<file path="config.mk">
export PLATFORM = sky130hd
export DESIGN_NAME = lb_responder_regbank
export DESIGN_NICKNAME = d
export VERILOG_FILES = /design/src/rtl/lb_responder_regbank.sv
export SDC_FILE = /design/constraint.sdc
export NUM_CORES = 1
export LEC_CHECK = 0
export ABC_AREA = 1
export CAP_MARGIN = 20
export CORE_MARGIN = 2
export CORE_UTILIZATION = 41
export DETAILED_ROUTE_END_ITERATION = 10
export PLACE_DENSITY = 0.58
export SETUP_SLACK_MARGIN = 0.2
export SKIP_CTS_REPAIR_TIMING = 1
export SYNTH_ARGS = -nofsm -noshare
export SYNTH_HDL_FRONTEND = slang
export SYNTH_SLANG_ARGS = --single-unit
</file>
<file path="constraint.sdc">
create_clock -name lb_clk -period 11.7 [get_ports lb_clk]
set_input_delay 2.34 -clock lb_clk [delete_from_list [all_inputs] [get_ports lb_clk]]
set_output_delay 2.34 -clock lb_clk [all_outputs]
set_load 0.005 [all_outputs]
</file>
<file path="src/rtl/lb_responder_regbank.sv">
// Local-bus register bank: control/scratch registers, free-running counter,
// a capture FIFO with sticky overflow/underflow flags, and a fixed-latency read path.
`timescale 1ns/1ps
module lb_responder_regbank #(
    parameter logic [23:0] BASE_ADDR  = 24'h000000,
    parameter int          READ_DELAY = 3,
    parameter int          FIFO_AW    = 4,
    parameter logic [31:0] ID_WORD    = 32'h6C627231
) (
    input  logic        lb_clk,
    input  logic        reset,
    input  logic        lb_strobe,
    input  logic        lb_rd,
    input  logic        lb_write,
    input  logic [23:0] lb_addr,
    input  logic [31:0] lb_data,
    output logic [31:0] lb_din,
    output logic        lb_din_valid,
    input  logic        cap_valid,
    input  logic [31:0] cap_data,
    input  logic [31:0] status_in,
    output logic [31:0] ctrl0,
    output logic [31:0] ctrl1,
    output logic        ctrl0_wstb
);
    localparam int               DEPTH    = 1 << FIFO_AW;
    localparam logic [FIFO_AW:0] FULL_CNT = (FIFO_AW + 1)'(DEPTH);
    localparam logic [FIFO_AW:0] CNT_ONE  = (FIFO_AW + 1)'(1);
    localparam logic [FIFO_AW-1:0] PTR_ONE = FIFO_AW'(1);

    logic [31:0]        r_ctrl0, r_ctrl1, r_scratch, r_cycle;
    logic [1:0]         r_flags;
    logic               r_ctrl0_wstb;
    logic [31:0]        r_mem [DEPTH];
    logic [FIFO_AW-1:0] r_wr_ptr, r_rd_ptr;
    logic [FIFO_AW:0]   r_count;
    logic [31:0]        r_pipe_data [READ_DELAY];
    logic [READ_DELAY-1:0] r_pipe_vld;

    logic        w_sel, w_rd, w_wr, w_full, w_empty;
    logic        w_pop_req, w_pop, w_push;
    logic [3:0]  w_offset;
    logic [1:0]  w_flag_set, w_flag_clr;
    logic [31:0] w_fifo_status, w_rd_mux;

    assign w_sel    = (lb_addr[23:4] == BASE_ADDR[23:4]);
    assign w_offset = lb_addr[3:0];
    // A strobe with both rd and write set is a read; the write is suppressed.
    assign w_rd     = w_sel && lb_strobe && lb_rd;
    assign w_wr     = w_sel && lb_strobe && lb_write && !lb_rd;

    assign w_full    = (r_count == FULL_CNT);
    assign w_empty   = (r_count == '0);
    assign w_pop_req = w_rd && (w_offset == 4'h6);
    assign w_pop     = w_pop_req && !w_empty;
    assign w_push    = cap_valid && (!w_full || w_pop);

    assign w_flag_set = {w_pop_req && w_empty, cap_valid && w_full && !w_pop};
    assign w_flag_clr = (w_wr && w_offset == 4'h8) ? lb_data[1:0] : 2'b00;

    always_comb begin
        // NOTE: every comb output gets a default first so no path infers a latch.
        w_fifo_status            = '0;
        w_fifo_status[31]        = w_full;
        w_fifo_status[30]        = w_empty;
        w_fifo_status[FIFO_AW:0] = r_count;
    end

    always_comb begin
        w_rd_mux = '0;
        case (w_offset)
            4'h0:    w_rd_mux = r_ctrl0;
            4'h1:    w_rd_mux = r_ctrl1;
            4'h2:    w_rd_mux = r_scratch;
            4'h3:    w_rd_mux = ID_WORD;
            4'h4:    w_rd_mux = r_cycle;
            4'h5:    w_rd_mux = status_in;
            4'h6:    w_rd_mux = w_empty ? 32'h0 : r_mem[r_rd_ptr];
            4'h7:    w_rd_mux = w_fifo_status;
            4'h8:    w_rd_mux = {30'h0, r_flags};
            default: w_rd_mux = '0;
        endcase
    end

    // NOTE: sequential state uses non-blocking assignments only, so every
    // register samples pre-edge values regardless of block ordering.
    always_ff @(posedge lb_clk) begin
        if (reset) begin
            r_ctrl0      <= '0;
            r_ctrl1      <= '0;
            r_scratch    <= '0;
            r_cycle      <= '0;
            r_flags      <= '0;
            r_ctrl0_wstb <= 1'b0;
        end else begin
            r_cycle      <= r_cycle + 32'd1;
            r_ctrl0_wstb <= w_wr && (w_offset == 4'h0);
            if (w_wr) begin
                case (w_offset)
                    4'h0:    r_ctrl0   <= lb_data;
                    4'h1:    r_ctrl1   <= lb_data;
                    4'h2:    r_scratch <= lb_data;
                    default: ;
                endcase
            end
            // Set has priority over a same-cycle write-1-to-clear.
            r_flags <= (r_flags & ~w_flag_clr) | w_flag_set;
        end
    end

    always_ff @(posedge lb_clk) begin
        if (reset) begin
            r_wr_ptr <= '0;
            r_rd_ptr <= '0;
            r_count  <= '0;
        end else begin
            if (w_push) r_wr_ptr <= r_wr_ptr + PTR_ONE;
            if (w_pop)  r_rd_ptr <= r_rd_ptr + PTR_ONE;
            case ({w_push, w_pop})
                2'b10:   r_count <= r_count + CNT_ONE;
                2'b01:   r_count <= r_count - CNT_ONE;
                default: ;
            endcase
        end
    end

    // NOTE: FIFO storage is deliberately not reset; emptiness is tracked by
    // the pointers and count, so stale contents are never observable.
    always_ff @(posedge lb_clk) begin
        if (!reset && w_push) r_mem[r_wr_ptr] <= cap_data;
    end

    // Read pipeline: stage 0 captures the source in the strobe cycle; data
    // stages only load behind a valid so the last stage holds between reads.
    always_ff @(posedge lb_clk) begin
        if (reset) begin
            r_pipe_vld <= '0;
            for (int i = 0; i < READ_DELAY; i++) r_pipe_data[i] <= '0;
        end else begin
            r_pipe_vld[0] <= w_rd;
            if (w_rd) r_pipe_data[0] <= w_rd_mux;
            for (int i = 1; i < READ_DELAY; i++) begin
                r_pipe_vld[i] <= r_pipe_vld[i-1];
                if (r_pipe_vld[i-1]) r_pipe_data[i] <= r_pipe_data[i-1];
            end
        end
    end

    assign lb_din       = r_pipe_data[READ_DELAY-1];
    assign lb_din_valid = r_pipe_vld[READ_DELAY-1];
    assign ctrl0        = r_ctrl0;
    assign ctrl1        = r_ctrl1;
    assign ctrl0_wstb   = r_ctrl0_wstb;

endmodule

</file>
==> summary.txt, run 1 <==
Floorplanning
  • DIE AREA: 77050 um2
  • IO Count: 224
  • Die H: 277.6 um
  • Num rows: 100
  • Placeable Area: 74320 um2
  • DIE WIDTH: 277.6 um
  • Starting Density: 0.4129

Yosys
  • Cell Area, Synth: 30690 um2
  • Post-synthesis sequential area ratio: 0.6935
  • Adder-cell share of the synthesized area: 0.002854
  • Xor and xnor area share after synthesis: 0.001712
  • Post-synthesis mux area share: 0
  • Post-synthesis cell type count: 55
  • Post-Synth Simple-Gate Area: 0.1023
  • Synth Instances: 2654
  • Syn nets: 2787
  • Post-synth top area cell: edfxtp_1
  • Post-synthesis compound-gate area fraction: 0.1457
  • Post-synth ARST share: 0
  • Most used DFF post-synth: edfxtp_1
  • Area share of the largest cell type after synthesis: 0.5950
  • Post-synth EDFFs: 608
  • Top cells by area, synth: edfxtp_1, dfxtp_1, o21ai_0
  • Number of synthesized register bits: 759
  • Mean post-synth cell area: 11.56 um2
  • Main combinational cell family by area after synthesis: compound AO/OA/AOI/OAI gates
  • Yosys warns: 0

Clocking
  • CTS max path bufs: 3
  • Root buffer cell: clkbuf_16
  • Clock net sink count: 759
  • Clk slew on worst S/H paths: 0.06 ns
  • CTS tree: built
  • Worst skew pair latency: 0.63 ns
  • Htree depth: 3
  • CTS Buf Count: 80

Cells and area
  • Most frequent cells in the layout: edfxtp_1, nor2_1, o21ai_0
  • Fillers: 6650
  • Fraction of layout cells with a size suffix above 1: 0.07671
  • Design area: 36180 um2
  • # diodes: 0
  • Layout area overhead: 17.91%
  • Layout Utilization: 0.4868
  • Final nets: 2938
  • Most common cell after layout, fill and taps aside: edfxtp_1

Timing
  • Setup-failing EPs final: 0
  • Hold slack: 0.4533 ns
  • Final clock skew: 0.02076 ns
  • Final Hold Vio Count: 0
  • RSZ-0062 raised after global routing: no
  • Fin crit share: 0.4727
  • Max Fclk: 180.8 MHz
  • Fin crit period: 5.530 ns
  • Worst relative slew slack: 0.2762
  • Worst-Margin Slew: 1.084 ns
  • Final Max Slew Viols: 0
  • TNS Setup: 0 ns

Critical path
  • WP data arrival: 5.82 ns
  • Setup crit start kind: input port
  • CP dominant cell by count: inv_2
  • Critical Path, Cell by Cell: clkdlybuf4s50_1, inv_2, nor3_4, nand2_2, inv_2, nand2_4, a21oi_4, inv_2, nor2_2, nand2_1, nor2_4, buf_4
  • CP max-delay cell: nor2_4
  • Reg-to-reg setup timing slack: 7.73 ns
  • CP Class: input port to flip-flop
  • Critical-path maximum fanout: 32
  • R2R Path End: r_pipe_data[0][9]$_SDFFCE_PP0P_
  • Cells on worst reg2reg path: 10
  • Slowest stage delay, CP: 0.60 ns
  • Critical Path End Type: flip-flop
  • Worst Path Required: 11.99 ns

Routing
  • Via count: 21500
  • Post-route ant nets: 0
  • Drt first-iter violations: 2418
  • Wirelength per Cell: 22.56 um
  • Drt pass-1 iters: 5
  • Total Wirelength: 86550 um
  • DRC: 0
  • Via/cell ratio: 5.603

Placement
  • Final HPWL DP: 53860 um
  • PortBufs: 223
  • Post-DP Area: 33710 um2
  • Placer Congestion: 0.9287

Power and ir drop
  • Design Power: 5.524 mW
  • Maximum vdd drop: 0.1289 mV
  • Leakage: 12.17 nW
  • Cell Pwr Density: 152.7 nW/um2

Global route
  • Vias in the first global route: 21053
  • Remaining global-route overflow: 0
  • Initial antenna violation count: 1
  • Largest net degree at the start of global routing: 130
  • First-pass GRT wire length: 130600 um
  • Total Routing Usage GR: 0.2212

Hold path
  • HP Class: flip-flop to flip-flop
  • Hold Startpoint: r_cycle[31]$_SDFF_PP0_
  • Hold Path End: r_cycle[31]$_SDFF_PP0_
  • Hold-critical path depth: 1

Job
  • Max-cap viol count: 0

Status
  • Status: complete, no violations
==> flip-flops by register name (all words and copies together) (netlist names), named ones only <==
register	cells
ctrl0	32
ctrl0_wstb	1
ctrl1	32
r_count	5
r_cycle	32
r_flags	2
r_mem	512
r_pipe_data	96
r_pipe_vld	3
r_rd_ptr	4
r_scratch	32
r_wr_ptr	4
==> layout make-up <==
| cell class | count | area, um2 | share of cell area |
|---|---|---|---|
| tap | 969 | 1212 | 0.03351 |
| clock inverter | 39 | 285.3 | 0.007884 |
| timing repair buffer | 267 | 2668 | 0.07373 |
| inverter | 181 | 685.7 | 0.01895 |
| sequential | 759 | 21290 | 0.5883 |
| clock buffer | 106 | 2182 | 0.06031 |
| multi-input combinational | 1516 | 7863 | 0.2173 |
==> kinds of logic (layout without fill, tap and decap cells) <==
family                     count (synthesis)  after routing
AOI/OAI and AO/OA                        754            754
xor gates and xnor gates                   6              6
adders and majority gates                  7              7
buffers and inverters                    379            593
DFF                                      759            759
and+or+nand+nor                          749            749
==> synth_stat cells, types with 4 or more instances <==
master,number
a21oi_1,141
ha_1,7
buf_1,5
o22ai_1,18
nand4_1,15
nor2_4,6
a31oi_1,20
buf_4,36
clkbuf_1,103
nand2_1,197
o21ai_0,370
nand3_1,69
inv_1,170
nor3_1,17
nand2_2,7
nor2_1,417
buf_6,5
buf_2,49
nor2_2,7
a22o_1,4
o221ai_1,111
a41oi_1,6
inv_2,10
dfxtp_1,151
edfxtp_1,608
a221oi_1,22
o21a_1,5
o21ai_1,33
xor2_1,4
==> per-stage QoR <==
stage | setup WS [ns] | instances
after detailed placement | 5.502 | 3692
after floorplan | 5.714 | 2654
after global placement | 5.658 | 3687
final | 6.170 | 3837
after CTS | 6.143 | 3837
after global routing | 5.955 | 3837
==> worst max-delay path by stage <==
stage,from,to,depth (start not counted)
5_1_grt,lb_addr[1],r_mem[13][9]$_DFFE_PP_,12
3_3_place_gp,lb_addr[1],r_mem[9][13]$_DFFE_PP_,11
3_5_place_dp,lb_addr[1],r_mem[13][8]$_DFFE_PP_,12
4_1_cts,lb_addr[1],r_mem[13][19]$_DFFE_PP_,12
2_1_floorplan,lb_addr[5],r_mem[11][0]$_DFFE_PP_,8
6_report,lb_addr[1],r_mem[13][9]$_DFFE_PP_,12
==> metal layers <==
metal	GRT usage	wire length [um]	vias up
met5	0	12	-
met4	0.07678	2757	2
met3	0.03184	5413	153
met2	0.3667	41920	843
met1	0.2983	36450	10624
li1	-	-	9878
==> power by group <==
part / total (mW) / internal (mW) / switching, mW / leakage, nW
Combinational: 0.177 / 0.0644 / 0.113 / 4.15
Clock: 2.40 / 1.36 / 1.04 / 1.20
Sequential: 2.95 / 2.94 / 0.0102 / 6.82
Total: 5.52 / 4.36 / 1.16 / 12.2
==> worst max-delay path: cells and delay by family <==
| family | cells | cell delay (ns) |
|---|---|---|
| buffers and inverters | 5 | 1.63 |
| AND/OR/NAND/NOR | 6 | 1.60 |
| AO/OA/AOI/OAI | 1 | 0.23 |
Power figures use the tool's default switching activity.
==> run 2, diff against run 1 <==
Settings changed: PLACE_DENSITY 0.58 to 0.6.
Clock period 11.7 ns to 4.78 ns, I/O delays scaled along.
==> summary.txt, run 2 (synthesis results as in run 1) <==
Status
  • Status: complete, no violations

Clocking
  • CTS Buf Count: 78 (-2.5%)
  • Clock net sink count: 759 (unchanged)
  • Root buffer cell: clkbuf_16
  • Htree depth: 3 (unchanged)
  • Clk slew on worst S/H paths: 0.06 ns (about the same)
  • CTS max path bufs: 3 (unchanged)
  • CTS tree: built
  • Worst skew pair latency: 0.63 ns (about the same)

Timing
  • Max Fclk: 293.6 MHz
  • Final clock skew: 0.02078 ns (+0.00002340 ns)
  • Worst relative slew slack: 0.2752 (-0.0009910)
  • Final Max Slew Viols: 0 (unchanged)
  • Worst-Margin Slew: 1.086 ns (+0.001870 ns)
  • TNS Setup: 0 ns (unchanged)
  • RSZ-0062 raised after global routing: no
  • Fin crit share: 0.7127
  • Final Hold Vio Count: 0 (unchanged)
  • Fin crit period: 3.407 ns
  • Setup-failing EPs final: 0 (unchanged)
  • PnR worst setup slack: 1.373 ns (-4.796 ns)

Cells and area
  • Max reg flops: 512 (unchanged)
  • Most common cell after layout, fill and taps aside: edfxtp_1
  • Layout area overhead: 18.37%
  • Final nets: 2946 (+0.27%)
  • Registers with the most flip-flops: r_mem (512), r_pipe_data (96)
  • Most frequent cells in the layout: edfxtp_1, nor2_1, o21ai_0
  • Fraction of layout cells with a size suffix above 1: 0.08096 (+0.004250)
  • Biggest register: r_mem
  • Layout Utilization: 0.4888 (+0.001919)

Critical path
  • Worst Path Required: 5.10 ns (-6.89 ns)
  • Critical-path maximum fanout: 19 (-41%)
  • Reg-to-reg setup timing slack: 1.79 ns (-5.94 ns)
  • Slowest stage delay, CP: 0.59 ns (about the same)
  • WP data arrival: 3.73 ns (-2.09 ns)
  • Cells on worst reg2reg path: 8 (-2)
  • Setup crit start kind: input port
  • CP dominant cell by count: inv_2
  • R2R Path End: r_pipe_data[0][22]$_SDFFCE_PP0P_
  • Critical Path End Type: flip-flop
  • Critical Path, Cell by Cell: clkdlybuf4s50_1, inv_2, nor3_4, nand2_2, inv_2, nand2_4, a21oi_4, inv_2, nor2_2, nand2_1, nor2_4, buf_12
  • CP Class: input port to flip-flop
  • CP max-delay cell: clkdlybuf4s50_1
  • Crit. Startpoint: lb_addr[1]
  • CP Capture Point: r_mem[9][16]$_DFFE_PP_

Job
  • Max-cap viol count: 0 (unchanged)

Global route
  • Vias in the first global route: 20773 (-1.3%)
  • First-pass GRT wire length: 128300 um (-1.7%)
  • Total Routing Usage GR: 0.2161 (-0.005111)
  • Remaining global-route overflow: 0 (unchanged)
  • Initial antenna violation count: 3 (+2)
  • Largest net degree at the start of global routing: 133 (+2.3%)

Floorplanning
  • Die H: 277.6 um (unchanged)
  • Starting Density: 0.4129 (unchanged)
  • IO Count: 224 (unchanged)
  • Placeable Area: 74320 um2 (unchanged)
  • DIE WIDTH: 277.6 um (unchanged)
  • DIE AREA: 77050 um2 (unchanged)
  • Num rows: 100 (unchanged)

Hold path
  • HP Class: flip-flop to flip-flop
  • Hold Startpoint: r_pipe_vld[0]$_SDFF_PP0_

Power and ir drop
  • Maximum vdd drop: 0.2925 mV (+130%)
  • Leakage: 12.25 nW (+0.65%)
  • Design Power: 13.63 mW (+150%)
  • Cell Pwr Density: 375.3 nW/um2 (+150%)

Routing
  • DRC: 0 (unchanged)
  • Drt first-iter violations: 2055 (-15%)
  • Wirelength per Cell: 22.00 um (-2.5%)
  • Post-route ant nets: 0 (unchanged)
  • Via count: 21674 (+0.81%)
  • Total Wirelength: 84650 um (-2.2%)
  • Via/cell ratio: 5.633 (+0.52%)
  • Drt pass-1 iters: 7 (+2)

Placement
  • Placer Congestion: 0.8936 (-3.8%)
  • Final HPWL DP: 52680 um (-2.2%)
  • PortBufs: 223 (unchanged)
  • Setup slack at placement: 0.7697 ns (-4.732 ns)
[run 2: cell count changes in the layout (fill, tap and decap cells not counted), moves of 2 or more]
cell	before	now
buf_12	2	10
buf_16	4	0
buf_4	38	44
bufinv_16	2	7
clkbuf_1	20	16
clkbuf_16	82	78
clkbuf_8	4	2
clkinv_2	10	14
[run 2: cell type report]
cell class / instances / area [um2]
antenna: 1 / 2.502
clock buffer: 96 / 2039
clock inverter: 49 / 471.7
fill: 6605 / 38000
inverter: 181 / 686.9
multi-input combinational: 1516 / 7863
sequential: 759 / 21290
tap: 969 / 1212
timing repair buffer: 277 / 2763
[run 2: worst max-delay path, delay by kind of cell]
family | cells | cell delay, ns
buf+inv | 5 | 1.14
simple gates | 6 | 1.41
compound gates | 1 | 0.21
[run 2: worst min path at each step]
| stage | end | slack, ns | cells past startpoint |
|---|---|---|---|
| final | r_pipe_vld[1]$_SDFF_PP0_ | 0.46 | 2 |
| after floorplan | r_cycle[31]$_SDFF_PP0_ | 0.42 | 1 |
| after CTS | r_cycle[31]$_SDFF_PP0_ | 0.45 | 1 |
| after global placement | r_pipe_vld[1]$_SDFF_PP0_ | 0.44 | 2 |
| after global routing | r_cycle[31]$_SDFF_PP0_ | 0.47 | 1 |
| after detailed placement | r_cycle[31]$_SDFF_PP0_ | 0.45 | 1 |
[run 2: layer usage]
layer  vias to the layer above  share of wire  GRT usage
met5                         -        0.00014          0
met4                         2          0.023    0.05544
met3                       133          0.071    0.03327
met2                       935           0.47     0.3497
met1                     10705           0.43     0.3053
li1                       9899              -          -
[run 2: through the flow]
step / area (um2) / hold WS, ns / std cells
2_1_floorplan: 30690 / 0.4227 / 2654
4_1_cts: 36320 / 0.4546 / 3847
3_3_place_gp: 33810 / 0.4395 / 3702
3_5_place_dp: 33810 / 0.4465 / 3702
6_report: 36320 / 0.4566 / 3848
5_1_grt: 36320 / 0.4690 / 3848
[run 2: power by group]
part           total (mW)  internal (mW)  switching, mW
registers            7.21           7.19         0.0223
logic               0.436          0.159          0.277
clock network        5.98           3.44           2.55
==> run 3, diff against run 2 <==
Clock period 4.78 ns to 3 ns, I/O delays scaled along.
==> summary.txt, run 3 (synthesis results as in run 1) <==
Status
  • Status: complete, no violations

Cells and area
  • Layout Utilization: 0.5032 (+0.01448)
  • Design area: 37400 um2 (+3.0%)
  • Biggest register: r_mem
  • Registers with the most flip-flops: r_mem (512), r_pipe_data (96)
  • Final nets: 3040 (+3.2%)
  • Most frequent cells in the layout: edfxtp_1, nor2_1, o21ai_0
  • Most common cell after layout, fill and taps aside: edfxtp_1
  • Fillers: 6469 (-2.1%)
  • Max reg flops: 512 (unchanged)
  • Fraction of layout cells with a size suffix above 1: 0.1122 (+0.03128)
  • Non-Filler Instances: 3938 (+2.3%)
  • Layout area overhead: 21.88%

Placement
  • Setup slack at placement: -0.1918 ns (-0.9615 ns)
  • Cell count after placement: 3795 (+2.5%)
  • Post-DP Area: 34900 um2 (+3.2%)
  • PortBufs: 223 (unchanged)
  • Final HPWL DP: 60390 um (+15%)
  • Placer Congestion: 0.8986 (+0.56%)

Critical path
  • Critical Path End Type: flip-flop
  • Critical Path, Cell by Cell: inv_2, buf_12, buf_4, o21ai_0, o221ai_1, nand3_1, nand2_1, nand2_1, a31oi_1
  • CP max-delay cell: dfxtp_4
  • Critical-path maximum fanout: 53 (+34)
  • Setup crit start kind: flip-flop
  • Worst Path Required: 3.41 ns (-1.69 ns)
  • CP Class: flip-flop to flip-flop
  • WP data arrival: 3.07 ns (-0.66 ns)
  • Top delay family on crit path: buffers and inverters
  • CP bufs+invs: 3 (-2)
  • CP dominant cell by count: nand2_1
  • Slowest stage delay, CP: 0.44 ns (-0.15 ns)

Power and ir drop
  • Cell Pwr Density: 582.9 nW/um2 (+55%)
  • Maximum vdd drop: 0.3837 mV (+31%)
  • Leakage: 12.82 nW (+4.7%)
  • Design Power: 21.80 mW (+60%)

Timing
  • Fin crit period: 2.660 ns
  • RSZ-0062 raised after global routing: no
  • Setup-failing EPs final: 0 (unchanged)
  • Hold slack: 0.4582 ns (+0.001643 ns)
  • PnR worst setup slack: 0.3404 ns (-1.033 ns)
  • Final clock skew: 0.02058 ns (-0.0001995 ns)
  • TNS Setup: 0 ns (unchanged)
  • Worst relative slew slack: 0.4198 (+0.1446)
  • Max Fclk: 376.0 MHz
  • Worst-Margin Slew: 0.8483 ns (-0.2376 ns)
  • Fin crit share: 0.8865
  • Final Hold Vio Count: 0 (unchanged)
  • Final Max Slew Viols: 0 (unchanged)

Global route
  • First-pass GRT wire length: 133500 um (+4.1%)
  • Total Routing Usage GR: 0.2271 (+0.01100)
  • Met1 Usage GRT: 0.3145 (+0.009120)
  • Remaining global-route overflow: 0 (unchanged)
  • Met2 Use GR: 0.3655 (+0.01587)
  • GR peak layer: met2
  • Met3 usage: 0.03740 (+0.004127)
  • Initial antenna violation count: 2 (-1)
  • Vias in the first global route: 21476 (+3.4%)
  • Largest net degree at the start of global routing: 106 (-20%)

Floorplanning
  • DIE AREA: 77050 um2 (unchanged)
  • Die H: 277.6 um (unchanged)
  • IO Count: 224 (unchanged)
  • DIE WIDTH: 277.6 um (unchanged)
  • Num rows: 100 (unchanged)
  • Placeable Area: 74320 um2 (unchanged)
  • Starting Density: 0.4129 (unchanged)

Clocking
  • Root buffer cell: clkbuf_16
  • Clk slew on worst S/H paths: 0.06 ns (about the same)
  • Clock net sink count: 759 (unchanged)
  • CTS max path bufs: 3 (unchanged)
  • CTS Buf Count: 79 (+1.3%)
  • Worst skew pair latency: 0.62 ns (about the same)
  • CTS tree: built
  • Htree depth: 3 (unchanged)

Routing
  • DRC: 0 (unchanged)
  • Via/cell ratio: 5.553 (-1.4%)
  • Total Wirelength: 88470 um (+4.5%)
  • Wirelength per Cell: 22.47 um (+2.1%)
  • Via count: 21869 (+0.90%)
  • Drt first-iter violations: 2584 (+26%)
  • Post-route ant nets: 0 (unchanged)
  • Drt pass-1 iters: 5 (-2)

Job
  • Max-cap viol count: 0 (unchanged)

Hold path
  • HP Class: flip-flop to flip-flop
-- run 3: report_power, final --
| part | switching [mW] | total, mW | internal [mW] |
|---|---|---|---|
| Combinational | 0.474 | 0.776 | 0.302 |
| Sequential | 0.0415 | 11.5 | 11.5 |
| Clock | 3.98 | 9.53 | 5.55 |
| Total | 4.49 | 21.8 | 17.3 |
-- run 3: worst paths after layout --
check                           start                                to  slack (ns)  cells after the start
max                         flip-flop  r_pipe_data[0][25]$_SDFFCE_PP0P_        0.34                      9
min          r_pipe_vld[0]$_SDFF_PP0_          r_pipe_vld[1]$_SDFF_PP0_        0.46                      2
max reg2reg                 flip-flop  r_pipe_data[0][25]$_SDFFCE_PP0P_        0.34                      9
min reg2reg  r_pipe_vld[0]$_SDFF_PP0_          r_pipe_vld[1]$_SDFF_PP0_        0.46                      2
-- run 3: layer usage --
metal  part of all wire  vias up
li1                   -    10085
met1               0.43    10689
met2               0.47      969
met3              0.081      126
met4              0.028        0
met5                  0        -
-- run 3: tightest hold or removal path, delay by kind of cell, from the launching register on --
kind                   cells  cell delay (ns)
buffers and inverters      1             0.08
DFF                        1             0.30
and+or+nand+nor            1             0.04
-- run 3: cell type report --
cell class | count | area (um2) | area share
Multi-Input combinational cell | 1516 | 7894 | 0.2111
Clock buffer | 96 | 2091 | 0.05590
Timing Repair Buffer | 370 | 3824 | 0.1022
Antenna cell | 2 | 5.005 | 0.0001338
Tap cell | 969 | 1212 | 0.03242
Sequential cell | 759 | 21290 | 0.5692
Clock inverter | 45 | 400.4 | 0.01071
Inverter | 181 | 685.7 | 0.01833
